--- src/rtl/pkt_rr_output_arbiter.sv ---
// Packet-granular arbiter merging four show-ahead pkt FIFOs onto one 134-bit output bus.
// Latency: one grant cycle per packet, then popped words appear one cycle later on ov_pkt_data.
// Backpressure: i_out_almost_full stalls TX pops in place; DROP drains regardless of it.
module pkt_rr_output_arbiter #(
    parameter int MAX_PKT_WORDS = 128
) (
    input  logic         clk,
    input  logic         rst,
    input  logic [3:0]   iv_fifo_empty,
    output logic [3:0]   ov_fifo_rd,
    input  logic [133:0] iv_fifo_data0,
    input  logic [133:0] iv_fifo_data1,
    input  logic [133:0] iv_fifo_data2,
    input  logic [133:0] iv_fifo_data3,
    input  logic [3:0]   iv_prio_mask,
    input  logic         i_out_almost_full,
    output logic [133:0] ov_pkt_data,
    output logic         o_pkt_data_wr,
    output logic [1:0]   ov_cur_port,
    output logic         o_busy,
    output logic         o_err
);

    typedef enum logic [1:0] {
        S_IDLE = 2'd0,
        S_TX   = 2'd1,
        S_DROP = 2'd2
    } state_e;

    localparam logic [1:0] F_HEAD   = 2'b01;
    localparam logic [1:0] F_TAIL   = 2'b10;
    localparam logic [7:0] LAST_CNT = 8'(MAX_PKT_WORDS - 1);

    state_e         state_q, state_d;
    logic [1:0]     rr_ptr_q, rr_ptr_d;
    logic [1:0]     cur_port_q, cur_port_d;
    logic [7:0]     word_cnt_q, word_cnt_d;
    logic [133:0]   data_q, data_d;
    logic           wr_q, wr_d;
    logic           err_q, err_d;

    logic [133:0]   fifo_data [4];
    logic [133:0]   cur_word;
    logic [1:0]     cur_flag;
    logic [3:0]     req;
    logic [3:0]     cand;
    logic [1:0]     grant;
    logic           grant_found;
    logic [1:0]     grant_idx;
    logic           pop;

    assign fifo_data[0] = iv_fifo_data0;
    assign fifo_data[1] = iv_fifo_data1;
    assign fifo_data[2] = iv_fifo_data2;
    assign fifo_data[3] = iv_fifo_data3;

    assign cur_word = fifo_data[cur_port_q];
    assign cur_flag = cur_word[133:132];
    assign req      = ~iv_fifo_empty;

    // Pop strobe is combinational so the show-ahead word is consumed in the same cycle.
    always_comb begin
        ov_fifo_rd = 4'b0000;
        if (!rst && state_q != S_IDLE && !iv_fifo_empty[cur_port_q] &&
            (state_q == S_DROP || !i_out_almost_full)) begin
            ov_fifo_rd[cur_port_q] = 1'b1;
        end
    end

    assign pop = |ov_fifo_rd;

    // High-priority group wins outright; round-robin starts just after the last grant.
    always_comb begin
        cand        = ((req & iv_prio_mask) != 4'b0000) ? (req & iv_prio_mask) : req;
        grant       = 2'd0;
        grant_found = 1'b0;
        grant_idx   = 2'd0;
        for (int k = 1; k <= 4; k++) begin
            grant_idx = rr_ptr_q + 2'(k);
            if (!grant_found && cand[grant_idx]) begin
                grant       = grant_idx;
                grant_found = 1'b1;
            end
        end
    end

    always_comb begin
        state_d    = state_q;
        rr_ptr_d   = rr_ptr_q;
        cur_port_d = cur_port_q;
        word_cnt_d = word_cnt_q;
        data_d     = data_q;
        wr_d       = 1'b0;
        err_d      = 1'b0;
        case (state_q)
            S_IDLE: begin
                if (req != 4'b0000) begin
                    rr_ptr_d   = grant;
                    cur_port_d = grant;
                    word_cnt_d = 8'd0;
                    if (fifo_data[grant][133:132] == F_HEAD) begin
                        state_d = S_TX;
                    end else begin
                        state_d = S_DROP;
                        err_d   = 1'b1;
                    end
                end
            end
            S_TX: begin
                if (pop) begin
                    wr_d       = 1'b1;
                    data_d     = cur_word;
                    word_cnt_d = word_cnt_q + 8'd1;
                    if (cur_flag == F_TAIL) begin
                        state_d = S_IDLE;
                    end else if (word_cnt_q == LAST_CNT) begin
                        // Over-long packet: close it with a forced tail and discard the rest.
                        data_d[133:132] = F_TAIL;
                        err_d           = 1'b1;
                        state_d         = S_DROP;
                    end
                end
            end
            S_DROP: begin
                if (pop && cur_flag == F_TAIL) begin
                    state_d = S_IDLE;
                end
            end
            default: begin
                state_d = S_IDLE;
            end
        endcase
    end

    always_ff @(posedge clk) begin
        if (rst) begin
            state_q    <= S_IDLE;
            rr_ptr_q   <= 2'd3;
            cur_port_q <= 2'd0;
            word_cnt_q <= 8'd0;
            data_q     <= '0;
            wr_q       <= 1'b0;
            err_q      <= 1'b0;
        end else begin
            state_q    <= state_d;
            rr_ptr_q   <= rr_ptr_d;
            cur_port_q <= cur_port_d;
            word_cnt_q <= word_cnt_d;
            data_q     <= data_d;
            wr_q       <= wr_d;
            err_q      <= err_d;
        end
    end

    assign ov_pkt_data   = data_q;
    assign o_pkt_data_wr = wr_q;
    assign ov_cur_port   = cur_port_q;
    assign o_busy        = (state_q != S_IDLE);
    assign o_err         = err_q;

endmodule

--- config.mk ---
export PLATFORM = sky130hd
export DESIGN_NAME = pkt_rr_output_arbiter
export DESIGN_NICKNAME = d
export VERILOG_FILES = /design/src/rtl/pkt_rr_output_arbiter.sv
export SDC_FILE = /design/constraint.sdc
export NUM_CORES = 1
export LEC_CHECK = 0
export ABC_AREA = 1
export BUFFER_PORTS_ARGS = -buffer_cell sky130_fd_sc_hd__buf_2
export CAP_MARGIN = 5
export CORE_AREA = 3 3 270 272
export DETAILED_ROUTE_END_ITERATION = 16
export DIE_AREA = 0 0 273 275
export GPL_TIMING_DRIVEN = 0
export HOLD_SLACK_MARGIN = 0.06
export RECOVER_POWER = 25
export SLEW_MARGIN = 40
export SYNTH_ARGS = -nofsm -noshare
export SYNTH_HDL_FRONTEND = slang
export SYNTH_SLANG_ARGS = --single-unit
--- constraint.sdc ---
create_clock -name clk -period 4.64 [get_ports clk]
set_input_delay 0.232 -clock clk [delete_from_list [all_inputs] [get_ports clk]]
set_output_delay 0.232 -clock clk [all_outputs]
set_load 0.03 [all_outputs]
==> flow_summary_export.csv, run 1 <==
group,metric,value,unit
outcome,status,"complete, no violations",
finish,stdcell_count,3191,
route,vias,13600,
grt,grt_util_met2,24.6,%
grt,grt_antenna_before_repair,16,
logic_synthesis,synth_common_cells,"nand2_1, nand3_1, a21oi_1",
pwr,peakVddDrop,0.269,mV
flow_run,drv_cap,0,
route,wirelength,63500,um
route,first_pass_iters,7,
placed_design,io_buffers,689,
logic_synthesis,postSynth.asyncResetShare,0,%
finish,fillers,8008,
sta,final.min_clock_period,3.16,ns
die,start_util,12.3,%
worst_setup_path,endpoint_kind,"flop",
clocking,cts_root_buf,"clkbuf_16",
logic_synthesis,synthMuxAreaShare,0,%
logic_synthesis,synth_edf_count,0,
route,drc,0,
die,die_w,273,um
logic_synthesis,synth_top_family_by_area,"simple AND/OR/NAND/NOR gates",
worst_setup_path,cp.arrival,3.58,ns
worst_setup_path,cp-start-kind,"flop",
logic_synthesis,synth_nets,1931,
die,fp.dieH,275,um
logic_synthesis,synthesis.area,8760,um^2
worst_setup_path,critPathMaxFanout,10,
logic_synthesis,ys_seq_area_share,34.3,%
finish,fin_nets,2766,
sta,final-setup-viol-count,0,
sta,relSlewSlack,44.6,%
grt,grt_pass1_wl,85700,um
finish,drive_gt1_share,31.3,%
logic_synthesis,yosysTopAreaCell,"dfxtp_1",
worst_setup_path,path_class,"reg -> reg",
worst_setup_path,setup.worst_path.start,"ov_cur_port[1]",
worst_setup_path,critPathCapture,"ov_pkt_data[3]",
logic_synthesis,netlist_top_cells_area,"dfxtp_1, nand3_1, a21oi_1",
clocking,clk_latency,0.47,ns
sta,worst_pin_slew,0.830,ns
logic_synthesis,synthAdderAreaFrac,0.143,%
clocking,cts_sinks,150,
sta,setup_tns,0,ns
sta,fin_crit_sh,68.2,%
grt,grt-ovfl-total,0,
finish,multiInputGateArea,5050,um^2
placed_design,dp_cells,3023,
die,dieArea,75100,um^2
clocking,numCtsBuffers,17,
route,drt_iter0_markers,895,
logic_synthesis,yosysWarnings,0,
hold_path,hp-class,"in -> reg",
sta,skew,0.0106,ns
worst_setup_path,critPathSlowestCell,"nor2_2",
route,wl_per_cell,19.9,um
sta,hold_viol_final,0,
grt,grt_max_degree,17,
worst_setup_path,r2r_cells,8,
die,core,71000,um^2
finish,postLayoutCellArea,15200,um^2
worst_setup_path,regToRegStartpoint,"ov_cur_port[1]",
sta,max_freq,316,MHz
grt,use_met3,5.90,%
logic_synthesis,dominantRegCellSynth,"dfxtp_1",
die,ios,690,
clocking,clockBufferDepth,2,
clocking,htreeDepth,4,
route,via_per_inst,4.26,
sta,finalMaxSlewViolations,0,
placed_design,routabilityCongestion,0.982,
grt,grt_use_met1,19.4,%
logic_synthesis,yosysMostFrequentCell,"nand2_1",
logic_synthesis,synth-xor-area-share,0.100,%
sta,grt_setup_unrepaired,"false",
route,antenna_left,0,
grt,grt_pass1_vias,13100,
logic_synthesis,yosysUniqueCellTypes,38,
logic_synthesis,yosysTopAreaCellShare,34.3,%
die,rows,98,
finish,seq_area,3000,um^2
logic_synthesis,syn_inst,1383,
worst_setup_path,critPathMaxStageDelay,0.65,ns
worst_setup_path,r2r_slack,1.48,ns
placed_design,placed_area,13400,um^2
worst_setup_path,path_cells,"nor2_2, clkbuf_2, clkbuf_1, nand2_1, nand3_1, a21oi_1, dlygate4sd3_1, a21oi_1",
finish,final_core_util,21.4,%
grt,top_usage_layer,"met2",
logic_synthesis,ys_ff_latch,150,
worst_setup_path,crit_top_cell,"a21oi_1",
clocking,clk_pin_slew_worst_paths,0.08,ns
grt,grt.total_usage,15.9,%
logic_synthesis,yosys.area_share.simple,32.8,%
finish,area_growth,73.7,%
pwr,power.density,470,nW/um^2
placed_design,dp_hpwl,51300,um
clocking,cts_tree,"done",
pwr,leakage,7.12,nW
worst_setup_path,rr_endpoint,"ov_pkt_data[3]",
logic_synthesis,synth-compound-area-share,24.7,%
logic_synthesis,syn_avg_cell_area,6.33,um^2
worst_setup_path,required,5.05,ns
## where the power goes
part / switching, mW / total, mW / internal (mW)
sequential: 0.0594 / 1.43 / 1.37
combinational: 2.99 / 4.25 / 1.26
clock: 0.694 / 1.47 / 0.779
## stage by stage
stage	total power, mW	worst slack, ns	hold WS (ns)
global route	7.67	1.33	0.0933
floorplan	3.90	2.58	0.301
global placement	5.58	1.26	0.460
finish	7.15	1.48	0.133
detailed placement	5.57	1.67	0.466
CTS	7.20	1.44	0.0622
## cells by family (layout without fill, tap and decap cells)
logic type	Yosys count	after routing
other	0	10
AO/OA/AOI/OAI	426	426
flip-flops	150	150
buffers and inverters	154	1002
adder cells (fa/ha/maj)	1	1
AND/OR/NAND/NOR	651	651
XOR/XNOR	1	1
## repair_timing
| action | 4_1_cts | 5_1_grt |
|---|---|---|
| resized for setup | 0 | 0 |
| endpoints found under the hold margin | 130 | 0 |
| setup buffers | 0 | 0 |
| hold buffers | 126 | 0 |
| endpoints found under the setup margin | 0 | 0 |
## critical path, delay by kind of cell, from the launching register on
family                 cells  cell delay (ns)
AO/OA/AOI/OAI              2             0.17
buffers and inverters      3             1.66
flip-flops                 1             0.39
AND/OR/NAND/NOR            3             0.86
## cells in the final DEF (no fill, tap or decap), drive strengths merged
master | Yosys | final
dlygate4sd3 | 0 | 126
o21bai | 2 | 2
or2 | 1 | 1
o211ai | 2 | 2
clkinvlp | 0 | 1
buf | 33 | 650
nand2 | 326 | 326
bufinv | 0 | 1
nor4 | 1 | 1
o221ai | 1 | 1
a41oi | 1 | 1
and3 | 1 | 1
clkinv | 0 | 3
dfxtp | 150 | 150
o22ai | 3 | 3
nor3b | 2 | 2
nand3b | 1 | 1
o21ai | 141 | 141
nor3 | 3 | 3
xnor2 | 1 | 1
diode | 0 | 10
inv | 37 | 46
nand3 | 291 | 291
a221oi | 1 | 1
a21oi | 273 | 273
o2111ai | 1 | 1
clkbuf | 84 | 175
nand4 | 1 | 1
a31oi | 1 | 1
nor2 | 24 | 24
ha | 1 | 1
## registers in the layout, indices dropped and copies added, names as in the netlist
signal,count
rr_ptr_q,2
ov_pkt_data,134
o_pkt_data_wr,1
state_q,2
ov_cur_port,2
o_err,1
word_cnt_q,8
## per-layer routing
layer / vias to the layer above / part of all wire [%]
met5: - / 0.083
met4: 8 / 4.4
met3: 141 / 10
met2: 756 / 44
met1: 6217 / 41
li1: 6461 / -
## worst min path at each step
stage	from	endpoint	slack [ns]	cells past startpoint
2_1_floorplan	rst	o_err	0.30	1
3_3_place_gp	word_cnt_q[2]	word_cnt_q[2]	0.46	2
3_5_place_dp	word_cnt_q[2]	word_cnt_q[2]	0.47	2
4_1_cts	iv_fifo_data2[94]	ov_pkt_data[94]	0.06	3
5_1_grt	iv_fifo_data2[20]	ov_pkt_data[20]	0.09	3
6_report	iv_fifo_data3[38]	ov_pkt_data[38]	0.13	5
## layout make-up
class / instances / area share, %
inverter: 37 / 0.946
timing repair buffer: 816 / 30.5
tap: 950 / 7.81
buffer: 117 / 3.73
multi-input combinational: 1079 / 33.2
sequential: 150 / 19.7
antenna: 10 / 0.165
clock buffer: 18 / 2.89
clock inverter: 14 / 1.04
No activity file was read; power rests on OpenSTA's default activity.
==> run 2: changes to the inputs <==
CORE_AREA = 3 3 264 266   (was 3 3 270 272)
DIE_AREA = 0 0 267 269   (was 0 0 273 275)
clock period = 3.3 ns   (was 4.64 ns; I/O delays follow)
==> run 2 against run 1 <==
Worst setup slack worse by 1.2 ns; clock-buffer cell count up 4; power up 58%; sequential share of layout area down 1.5 points; non-clock buffer count up 136; register-to-register slack worse by 1.2 ns; sequential power up 41%; hold slack worse by 0.019 ns; first-iteration DRC count up 8.5%; final cell count up 1.8%; cell area up 8.5%; via count up 4.5%.
==> flow_summary_export.csv, run 2 (synthesized netlist as in run 1, its figures left out) <==
group,metric,value,unit
route,vias,14200,
pwr,clkPwrFrac,19.0,%
placed_design,routabilityCongestion,0.999,
pwr,switching_share,46.3,%
pwr,leakage,7.66,nW
die,ios,690,
grt,grt_antenna_before_repair,11,
sta,final.min_clock_period,3.06,ns
grt,grt_max_degree,17,
die,core,67300,um^2
worst_setup_path,endpoint_kind,"flop",
finish,final_core_util,24.5,%
route,first_pass_iters,5,
placed_design,post-place-ws,0.261,ns
finish,area_growth,88.4,%
die,rows,95,
sta,worst_slack,0.237,ns
finish,largest_register_ffs,134,
finish,mostFrequentLayoutCells,"buf_2, nand2_1, nand3_1",
sta,hold_viol_final,0,
grt,grt_pass1_wl,84500,um
clocking,clk_pin_slew_worst_paths,0.06,ns
worst_setup_path,critPathSlowestCell,"dlygate4sd3_1",
placed_design,dp_hpwl,48500,um
worst_setup_path,crit_buf_inv,6,
sta,grt_setup_unrepaired,"false",
clocking,cts_sinks,150,
finish,final_common_cell,"buf_2",
placed_design,placed_area,13300,um^2
finish,drive_gt1_share,29.4,%
sta,fin_crit_sh,92.8,%
finish,fin_nets,2902,
pwr,combPwrFrac,63.1,%
finish,stdcell_count,3249,
placed_design,dp_cells,2945,
worst_setup_path,cpLargestDelayFamily,"buffers and inverters",
sta,relSlewSlack,46.8,%
sta,max_freq,326,MHz
worst_setup_path,path_cells,"buf_4, inv_2, nand2_1, inv_2, clkbuf_2, clkbuf_1, a21oi_1, dlygate4sd3_1, a21oi_1",
clocking,cts_setup_buffers,0,
route,via_per_inst,4.37,
pwr,power.density,684,nW/um^2
worst_setup_path,critPathMaxFanout,10,
clocking,htreeDepth,4,
worst_setup_path,cp-start-kind,"flop",
outcome,status,"complete, no violations",
worst_setup_path,cp.arrival,3.46,ns
worst_setup_path,path_class,"reg -> reg",
worst_setup_path,r2r_slack,0.24,ns
route,antenna_left,0,
finish,postLayoutCellArea,16500,um^2
route,wl_per_cell,18.9,um
placed_design,io_buffers,689,
hold_path,hp-class,"in -> reg",
die,fp.dieH,269,um
pwr,peakVddDrop,0.598,mV
grt,grt_pass1_vias,13600,
grt,grt-ovfl-total,0,
sta,skew,0.0166,ns
pwr,total_power,11.3,mW
pwr,internal_power,6.07,mW
clocking,clockBufferDepth,2,
clocking,cts_tree,"done",
sta,finalMaxSlewViolations,0,
flow_run,drv_cap,0,
route,drt_iter0_markers,971,
route,drc,0,
worst_setup_path,required,3.70,ns
sta,final-setup-viol-count,0,
worst_setup_path,critPathMaxStageDelay,0.63,ns
sta,holdWs,0.113,ns
die,dieArea,71800,um^2
pwr,p_switching,5.23,mW
die,die_w,267,um
sta,setup_tns,0,ns
route,wirelength,61400,um
sta,worst_pin_slew,0.798,ns
clocking,numCtsBuffers,17,
clocking,cts_root_buf,"clkbuf_16",
grt,grt.total_usage,16.0,%
pwr,power_frac_seq,17.9,%
clocking,clk_latency,0.47,ns
die,start_util,13.0,%
-- run 2: cell count changes in the layout (fill, tap and decap cells not counted), sizes merged --
cell / change
buf: -1
clkinvlp: +5
bufinv: +2
clkbuf: +4
inv: -8
diode: -1
clkinv: -3
dlygate4sd3: +137
-- run 2: per-layer routing --
metal / vias up / global-route usage (%) / routed length, um
li1: 6738 / - / -
met1: 6575 / 19.2 / 25000
met2: 750 / 26.7 / 28800
met3: 127 / 4.05 / 4860
met4: 4 / 8.27 / 2780
met5: - / 0 / 22
-- run 2: cell type report --
type                       instances  area (um^2)
sequential                       150         3000
timing repair buffer             952         5990
clock inverter                    10          144
multi-input combinational       1079         5060
clock buffer                      22          484
inverter                          37          144
tap                              873         1090
fill                            7572        50800
antenna                            9         22.5
buffer                           117          567
-- run 2: repair_timing --
action                                 in CTS  in global routing
gates resized for setup                     0                  3
endpoints found under the hold margin     138                  0
setup endpoints to repair                   0                 29
hold buffers                              263                  0
-- run 2: final timing paths --
path                     start          endpoint  cells after the start
max             ov_cur_port[0]  ov_pkt_data[131]                      9
max reg2reg     ov_cur_port[0]  ov_pkt_data[131]                      9
min reg2reg      word_cnt_q[7]     word_cnt_q[7]                      2
min          iv_fifo_data0[94]   ov_pkt_data[94]                      5
-- run 2: power by group through the flow --
stage	Sequential [mW]	Clock [mW]	Combinational, mW
after floorplan	2.22	0	3.26
after global placement	2.05	0	5.69
after detailed placement	2.05	0	5.67
after CTS	2.01	2.26	7.07
after global routing	2.03	2.30	7.75
final	2.02	2.15	7.13
-- run 2: tightest hold or removal path: cells and delay by family --
family / cells / cell delay (ns)
compound gates: 2 / 0.19
simple gates: 2 / 0.11
buf+inv: 1 / 0.08
==> run 3: changes to the inputs <==
CORE_AREA = 2 2 265 267   (was 3 3 264 266)
PLACE_DENSITY_LB_ADDON = 0.3   (was unset)
==> run 3 against run 2 <==
Clock skew down 0.0072 ns; sequential cell count unchanged; global-route usage down 0.30 points; via count down 3.3%.
==> flow_summary_export.csv, run 3 (synthesized netlist as in run 1, its figures left out) <==
group,metric,value,unit
worst_setup_path,required,3.71,ns
pwr,p_switching,5.28,mW
grt,grt_pass1_wl,82400,um
sta,finalMaxSlewViolations,0,
worst_setup_path,critPathMaxFanout,10,
pwr,clkPwrFrac,18.9,%
outcome,status,"complete, no violations",
sta,relSlewSlack,47.1,%
worst_setup_path,critPathSlowestCell,"clkbuf_1",
placed_design,io_buffers,689,
sta,final-setup-viol-count,0,
worst_setup_path,path_cells,"buf_4, clkbuf_2, clkbuf_1, nand3_1, nand3_1, a21oi_1, dlygate4sd3_1, a21oi_1",
finish,area_growth,88.0,%
die,dieArea,71800,um^2
die,ios,690,
route,vias,13700,
sta,skew,0.00943,ns
route,drc,0,
die,die_w,267,um
route,via_per_inst,4.17,
grt,grt_max_degree,17,
sta,max_freq,325,MHz
finish,final_common_cell,"buf_2",
route,wl_per_cell,18.0,um
sta,worst_slack,0.227,ns
clocking,clockBufferDepth,2,
clocking,numCtsBuffers,17,
grt,grt_antenna_before_repair,7,
finish,drive_gt1_share,29.8,%
sta,grt_setup_unrepaired,"false",
worst_setup_path,path_class,"reg -> reg",
clocking,clk_latency,0.48,ns
grt,grt-ovfl-total,0,
placed_design,post-place-ws,0.435,ns
grt,grt_pass1_vias,13600,
clocking,clk_pin_slew_worst_paths,0.07,ns
clocking,htreeDepth,4,
placed_design,routabilityCongestion,0.886,
pwr,peakVddDrop,0.346,mV
sta,setup_tns,0,ns
pwr,leakage,7.64,nW
worst_setup_path,endpoint_kind,"flop",
route,drt_iter0_markers,754,
sta,hold_viol_final,0,
flow_run,drv_cap,0,
pwr,total_power,11.3,mW
pwr,combPwrFrac,63.3,%
sta,fin_crit_sh,93.1,%
pwr,internal_power,6.03,mW
finish,mostFrequentLayoutCells,"buf_2, nand2_1, nand3_1",
route,antenna_left,0,
clocking,cts_sinks,150,
die,rows,97,
clocking,cts_tree,"done",
worst_setup_path,cp.arrival,3.49,ns
grt,grt.total_usage,15.7,%
worst_setup_path,critPathMaxStageDelay,0.66,ns
route,wirelength,59300,um
finish,final_core_util,23.8,%
sta,worst_pin_slew,0.793,ns
finish,fin_nets,2887,
die,core,69300,um^2
pwr,switching_share,46.7,%
pwr,power.density,687,nW/um^2
hold_path,hp-class,"in -> reg",
finish,fillers,7850,
die,fp.dieH,269,um
route,first_pass_iters,5,
die,start_util,12.6,%
sta,final.min_clock_period,3.07,ns
pwr,power_frac_seq,17.8,%
worst_setup_path,cp-start-kind,"flop",
placed_design,dp_hpwl,48100,um
clocking,cts_setup_buffers,0,
finish,largest_register_ffs,134,
clocking,cts_root_buf,"clkbuf_16",
run 3: through the flow:
step	instance area, um^2	std cells	hold slack (ns)
detailed placement	13500	3015	0.451
global route	16500	3294	0.107
floorplan	8760	1383	0.234
global placement	13400	3012	0.445
finish	16500	3294	0.106
CTS	16500	3294	0.0634
run 3: routing by layer:
layer | routed length (um) | up-vias | share of wire, % | GRT usage [%]
li1 | - | 6703 | - | -
met5 | 29 | - | 0.049 | 0
met1 | 24100 | 6276 | 41 | 18.0
met3 | 3880 | 118 | 6.5 | 4.04
met4 | 2590 | 6 | 4.4 | 7.74
met2 | 28700 | 628 | 48 | 27.3
run 3: repair_timing:
action                                  in CTS  in global routing
hold buffers                               247                  0
hold endpoints to repair                   139                  0
gates resized for setup                      0                  5
endpoints found under the setup margin       0                 15
run 3: final cells by class:
type,count,area (um^2),share of cell area [%]
repair buffers,939,5900,35.8
clock buffers,19,443,2.69
well taps,940,1180,7.14
diodes,2,5.00,0.0304
multi-input cells,1079,5060,30.7
plain buffers,115,561,3.41
flip-flops and latches,150,3000,18.2
clock inverters,13,173,1.05
inverters,37,144,0.874
run 3: worst max-delay path, delay by kind of cell, from the launching register on:
family / cells / cell delay (ns)
buffers and inverters: 4 / 2.05
AND/OR/NAND/NOR: 2 / 0.31
flip-flops: 1 / 0.45
AO/OA/AOI/OAI: 2 / 0.19
run 3: path summary, 6_finish.rpt:
kind              slack [ns]         startpoint               end  depth (start not counted)
hold / removal          0.11  iv_fifo_data3[34]   ov_pkt_data[34]                          5
setup reg to reg        0.23     ov_cur_port[0]  ov_pkt_data[122]                          8
hold reg to reg         0.49      word_cnt_q[7]     word_cnt_q[7]                          2
setup / recovery        0.23     ov_cur_port[0]  ov_pkt_data[122]                          8
run 3: power by group through the flow:
stage	Sequential, mW	Clock [mW]	Combinational (mW)
floorplan	2.22	0	3.26
global placement	2.05	0	5.87
detailed placement	2.05	0	5.90
CTS	2.01	2.25	7.24
global route	2.02	2.29	7.86
finish	2.01	2.14	7.16
